`config.mk`:
```
export PLATFORM = sky130hd
export DESIGN_NAME = memory_burst_control
export DESIGN_NICKNAME = d
export VERILOG_FILES = /design/src/rtl/memory_burst_control.sv
export SDC_FILE = /design/constraint.sdc
export NUM_CORES = 1
export LEC_CHECK = 0
export CAP_MARGIN = 5
export CORE_MARGIN = 2
export CORE_UTILIZATION = 35
export CTS_BUF_LIST = sky130_fd_sc_hd__clkbuf_8
export CTS_CLUSTER_SIZE = 12
export DETAILED_ROUTE_END_ITERATION = 10
export PLACE_DENSITY = 0.82
export SETUP_SLACK_MARGIN = 0.4
export SLEW_MARGIN = 20
export SYNTH_ARGS = -nofsm -noshare
export SYNTH_HDL_FRONTEND = slang
export SYNTH_SLANG_ARGS = --single-unit
```
`constraint.sdc`:
```
create_clock -name clock -period 1.45 [get_ports clock]
set_clock_uncertainty 0.1 [all_clocks]
set_input_delay 0.29 -clock clock [delete_from_list [all_inputs] [get_ports clock]]
set_output_delay 0.29 -clock clock [all_outputs]
set_load 0.05 [all_outputs]
```
`src/rtl/memory_burst_control.sv`:
```
// Burst read/write sequencer for a synchronous single-port RAM.
// Commands use a request/ready handshake; write beats use valid/accept; reads return a valid-strobed stream.
module memory_burst_control #(
    parameter int unsigned DATA_WIDTH   = 16,
    parameter int unsigned ADDR_WIDTH   = 10,
    parameter int unsigned LEN_WIDTH    = 4,
    parameter int unsigned READ_LATENCY = 1
) (
    input  logic                  clock,
    input  logic                  reset_n,
    input  logic                  request,
    input  logic                  write,
    input  logic [ADDR_WIDTH-1:0] address,
    input  logic [LEN_WIDTH-1:0]  length,
    input  logic [DATA_WIDTH-1:0] write_data,
    input  logic                  write_valid,
    output logic                  write_accept,
    output logic [DATA_WIDTH-1:0] read_data,
    output logic                  read_valid,
    output logic                  ready,
    output logic                  done,
    output logic                  mem_enable,
    output logic                  mem_write_enable,
    output logic [ADDR_WIDTH-1:0] mem_address,
    output logic [DATA_WIDTH-1:0] mem_data_in,
    input  logic [DATA_WIDTH-1:0] mem_data_out
);

    typedef enum logic [2:0] {
        S_IDLE,
        S_WRITE,
        S_READ_ISSUE,
        S_READ_DRAIN,
        S_DONE
    } state_t;

    state_t                  r_state;
    state_t                  w_next;
    logic [ADDR_WIDTH-1:0]   r_cur_addr;
    logic [LEN_WIDTH-1:0]    r_beats_left;
    logic [READ_LATENCY-1:0] r_vpipe;
    logic [DATA_WIDTH-1:0]   r_read_data;
    logic                    r_read_valid;
    logic                    w_beat;
    logic                    w_we;
    logic                    w_accept;
    logic                    w_rd_issue;
    logic                    w_start;

    always_ff @(posedge clock) begin
        if (!reset_n) begin
            r_state <= S_IDLE;
        end else begin
            r_state <= w_next;
        end
    end

    // Next-state and per-cycle RAM access decode.
    always_comb begin
        w_next     = r_state;
        w_beat     = 1'b0;
        w_we       = 1'b0;
        w_accept   = 1'b0;
        w_rd_issue = 1'b0;
        w_start    = 1'b0;
        case (r_state)
            S_IDLE: begin
                if (request) begin
                    w_start = 1'b1;
                    w_next  = write ? S_WRITE : S_READ_ISSUE;
                end
            end
            S_WRITE: begin
                w_accept = write_valid;
                if (write_valid) begin
                    w_beat = 1'b1;
                    w_we   = 1'b1;
                    if (r_beats_left == '0) begin
                        w_next = S_DONE;
                    end
                end
            end
            S_READ_ISSUE: begin
                w_beat     = 1'b1;
                w_rd_issue = 1'b1;
                if (r_beats_left == '0) begin
                    w_next = S_READ_DRAIN;
                end
            end
            S_READ_DRAIN: begin
                // Last beat is on read_valid now and nothing remains in flight.
                if ((r_vpipe == '0) && r_read_valid) begin
                    w_next = S_DONE;
                end
            end
            S_DONE: begin
                w_next = S_IDLE;
            end
            default: begin
                w_next = S_IDLE;
            end
        endcase
    end

    // Command fields are latched once and only advanced by performed beats.
    always_ff @(posedge clock) begin
        if (!reset_n) begin
            r_cur_addr   <= '0;
            r_beats_left <= '0;
        end else if (w_start) begin
            r_cur_addr   <= address;
            r_beats_left <= length;
        end else if (w_beat) begin
            r_cur_addr   <= r_cur_addr + ADDR_WIDTH'(1);
            r_beats_left <= r_beats_left - LEN_WIDTH'(1);
        end
    end

    // Valid pipe matches RAM latency; its tail marks mem_data_out as a returning beat.
    always_ff @(posedge clock) begin
        if (!reset_n) begin
            r_vpipe      <= '0;
            r_read_valid <= 1'b0;
            r_read_data  <= '0;
        end else begin
            r_vpipe[0] <= w_rd_issue;
            for (int unsigned i = 1; i < READ_LATENCY; i++) begin
                r_vpipe[i] <= r_vpipe[i-1];
            end
            r_read_valid <= r_vpipe[READ_LATENCY-1];
            if (r_vpipe[READ_LATENCY-1]) begin
                r_read_data <= mem_data_out;
            end
        end
    end

    assign ready            = (r_state == S_IDLE);
    assign done             = (r_state == S_DONE);
    assign write_accept     = w_accept;
    assign mem_enable       = w_beat;
    assign mem_write_enable = w_we;
    assign mem_address      = r_cur_addr;
    assign mem_data_in      = write_data;
    assign read_data        = r_read_data;
    assign read_valid       = r_read_valid;

endmodule

```
==> flow_metrics.tcl <==
set metrics [dict create \
    gpl.final_weighted_congestion 0.787 \
    final-hold-violation-count 0 \
    global_route.usage.total_pct 18.7 \
    setup.worst_path.end_class "flop" \
    drive_gt1_share_pct 54.3 \
    grt-busiest-layer "met2" \
    totalNegativeSetupSlack_ps -5130 \
    powerDensity_nw_per_um2 1020 \
    final-setup-viol-count 20 \
    grt_start_max_net_pins 19 \
    failed_checks "setup timing" \
    routed_via_density 5.01 \
    timing_worst_slew_pin_value_ps 303 \
    num_antenna_cells 0 \
    fp.dieH_microns 73.8 \
    fin_crit_sh_pct 126 \
    postSynth.asyncResetShare_pct 0 \
    final.setup.worst_slack_ps -381 \
    final_slew_violations 0 \
    cp_data_arrival_time_ps 1940 \
    area.sequential_sq_um 767 \
    multi_input_area_sq_um 1030 \
    critPathLaunchType "flop" \
    synth-seq-cells 35 \
    synthesis.instances 183 \
    r2r_slack_ps -380 \
    reg2reg_from "r_state[2]" \
    synthesis.area_per_instance_sq_um 9.31 \
    antenna_left 0 \
    r2r_cells 7 \
    dp_cells 308 \
    seq_area_frac_synth_pct 41.1 \
    synthesized_area_sq_um 1700 \
    initial_detailed_routing_violation_count 48 \
    grt_pass1_wl_mm 7.86 \
    syn_nets 236 \
    drt-total-wl_mm 5.81 \
    cts_htree_levels 2 \
    core_area_sq_um 4720 \
    critPathKind "flop to flop" \
    hold_path_class "input port to flop" \
    initial_util_pct 36.1 \
    numCtsBuffers 5 \
    pre_cts_slack_ps -509 \
    finish.utilization_pct 75.0 \
    globalRouteMet2Util_pct 31.3 \
    yosysWarnings 0 \
    critical_path.startpoint "r_state[2]" \
    p_leak_nw 1.34 \
    cts.root.buffer_cell "clkbuf_8" \
    global_route.usage.met1_pct 22.9 \
    rr_endpoint "mem_address[9]" \
    layout.nets 331 \
    cts.reportedPaths.clkPinSlew_ps 80 \
    ys.flop_type "dfxtp_1" \
    layout-area-overhead-vs-synth_pct 108 \
    yosys.cell_types.count 37 \
    critPathCapture "mem_address[9]" \
    clkSinkCount 35 \
    ioPinCount 99 \
    fillCellCount 297 \
    cts_tree "yes" \
    clock_path_buffers 2 \
    global_route.overflow_total 0 \
    clock_latency_ps 290 \
    synth_edf_count 0 \
    ir_worst_vdd_v 0.000640 \
    dr.pass1.iters 4 \
    wl_per_cell_microns 16.9 \
    post-route-min-period_ps 1830 \
    timing.slew.headroom_pct 79.8 \
    drc_violation_count_after_routing 0 \
    cp_max_fo 7 \
    rsz0062_at_grt "true" \
    fmax_ghz 0.546 \
    timing.max_cap.violations 0 \
    final-instance-count-excl-fill 345 \
    cp_data_required_time_ps 1560 \
    count_of_vias_placed_by_the_detailed_router 1730 \
    number_of_global_route_vias_before_repair 1649 \
    outcome "complete, but fails checks" \
    antenna_violations_before_repair 0 \
    die_area_sq_um 5440 \
    io_buffers 66 \
    hpwlAfterDp_mm 3.22 \
    rows 25 \
    die_width_microns 73.8 \
    globalRouteMet3Util_pct 4.12 \
]
[worst min path at each step]
stage,depth (start not counted),to,slack [ps],from
2_1_floorplan,2,mem_address[6],320,reset_n
3_3_place_gp,2,mem_address[6],420,mem_address[6]
3_5_place_dp,2,mem_address[6],420,mem_address[6]
4_1_cts,2,mem_address[6],440,mem_address[6]
5_1_grt,3,r_state[2],450,reset_n
6_report,3,r_vpipe,440,reset_n
[critical path, cell delays in order, from the launching register on]
cell      delay (ps)
dfxtp_4          360
and4bb_2         350
buf_12           130
buf_12           120
buf_12           110
o21ai_4           60
or3_1            340
a31oi_1          170
[metal layers]
metal	vias to the layer above	wire length [microns]
met5	-	0
li1	813	-
met4	0	160
met3	18	279
met1	831	2230
met2	68	3140
[cell usage after synthesis, drive strengths merged (2+ instances only)]
master / n / share of area [%]
a31oi: 3 / 1.1
o22ai: 2 / 0.73
dfxtp: 35 / 41
nor2b: 16 / 5.9
o21ai: 22 / 6.5
nor3b: 4 / 2.4
xor2: 6 / 3.1
and3: 2 / 0.73
mux2i: 17 / 10
o2111ai: 2 / 1.0
buf: 22 / 9.3
ha: 2 / 1.5
inv: 4 / 0.88
nor3: 3 / 0.88
nand3: 2 / 0.59
a21oi: 11 / 3.2
clkbuf: 5 / 1.1
nand2: 6 / 1.3
or3: 3 / 1.1
xnor2: 2 / 1.0
o211ai: 2 / 1.2
[per-stage QoR]
| step | total power [W] | cell area, sq um | hold slack [ps] |
|---|---|---|---|
| final | 0.00362 | 3540 | 444 |
| after global routing | 0.00376 | 3540 | 448 |
| after CTS | 0.00340 | 3260 | 436 |
| after detailed placement | 0.00230 | 2820 | 424 |
| after global placement | 0.00228 | 2820 | 422 |
| after floorplan | 0.00187 | 1800 | 321 |
[registers in the layout, summed over array words and instances, names as in the netlist]
signal        flops
mem_address      10
r_beats_left      4
r_vpipe           1
r_state           3
read_valid        1
read_data        16
[placed cells by master, fill, tap and decap left out, drive strengths merged, types with 2 or more instances in the layout]
cell	n
a21oi	11
a31oi	3
and3	2
buf	79
clkbuf	7
clkdlybuf4s50	32
dfxtp	35
dlygate4sd2	2
ha	2
inv	5
mux2i	17
nand2	6
nand3	2
nor2b	16
nor3	3
nor3b	4
o2111ai	2
o211ai	2
o21ai	22
o22ai	2
or3	3
xnor2	2
xor2	6
[what timing repair did]
item / 4_1_cts / 5_1_grt
hold buffers: 0 / 0
resized for setup: 69 / 31
buffers inserted: 16 / 12
pin swaps: 25 / 15
setup endpoints to repair: 65 / 66
gates cloned: 0 / 2
[final cells by class]
cell class,count,area share [%]
multi-input combinational,117,29.1
tap,67,2.36
sequential,35,21.6
clock buffer,5,1.94
inverter,4,0.424
timing repair buffer,115,43.6
clock inverter,2,0.953
[where the power goes]
part | switching (W) | leakage, nW | internal [W] | total [W]
Combinational | 0.000724 | 0.985 | 0.000877 | 0.00160
Clock | 0.000355 | 0.0554 | 0.000497 | 0.000853
Sequential | 0.0000999 | 0.303 | 0.00107 | 0.00117
[kinds of logic (layout without fill, tap and decap cells)]
kind of cell    Yosys count  count (layout)  synth area share (%)
compound gates           46              46                  15.6
mux                      17              17                  9.99
simple gates             44              44                  16.5
flops                    35              35                  41.1
buf+inv                  31             126                  11.2
fa+ha+maj                 2               2                  1.47
xor+xnor                  8               8                  4.11
Note: power is estimated with default switching activity, not from simulation.
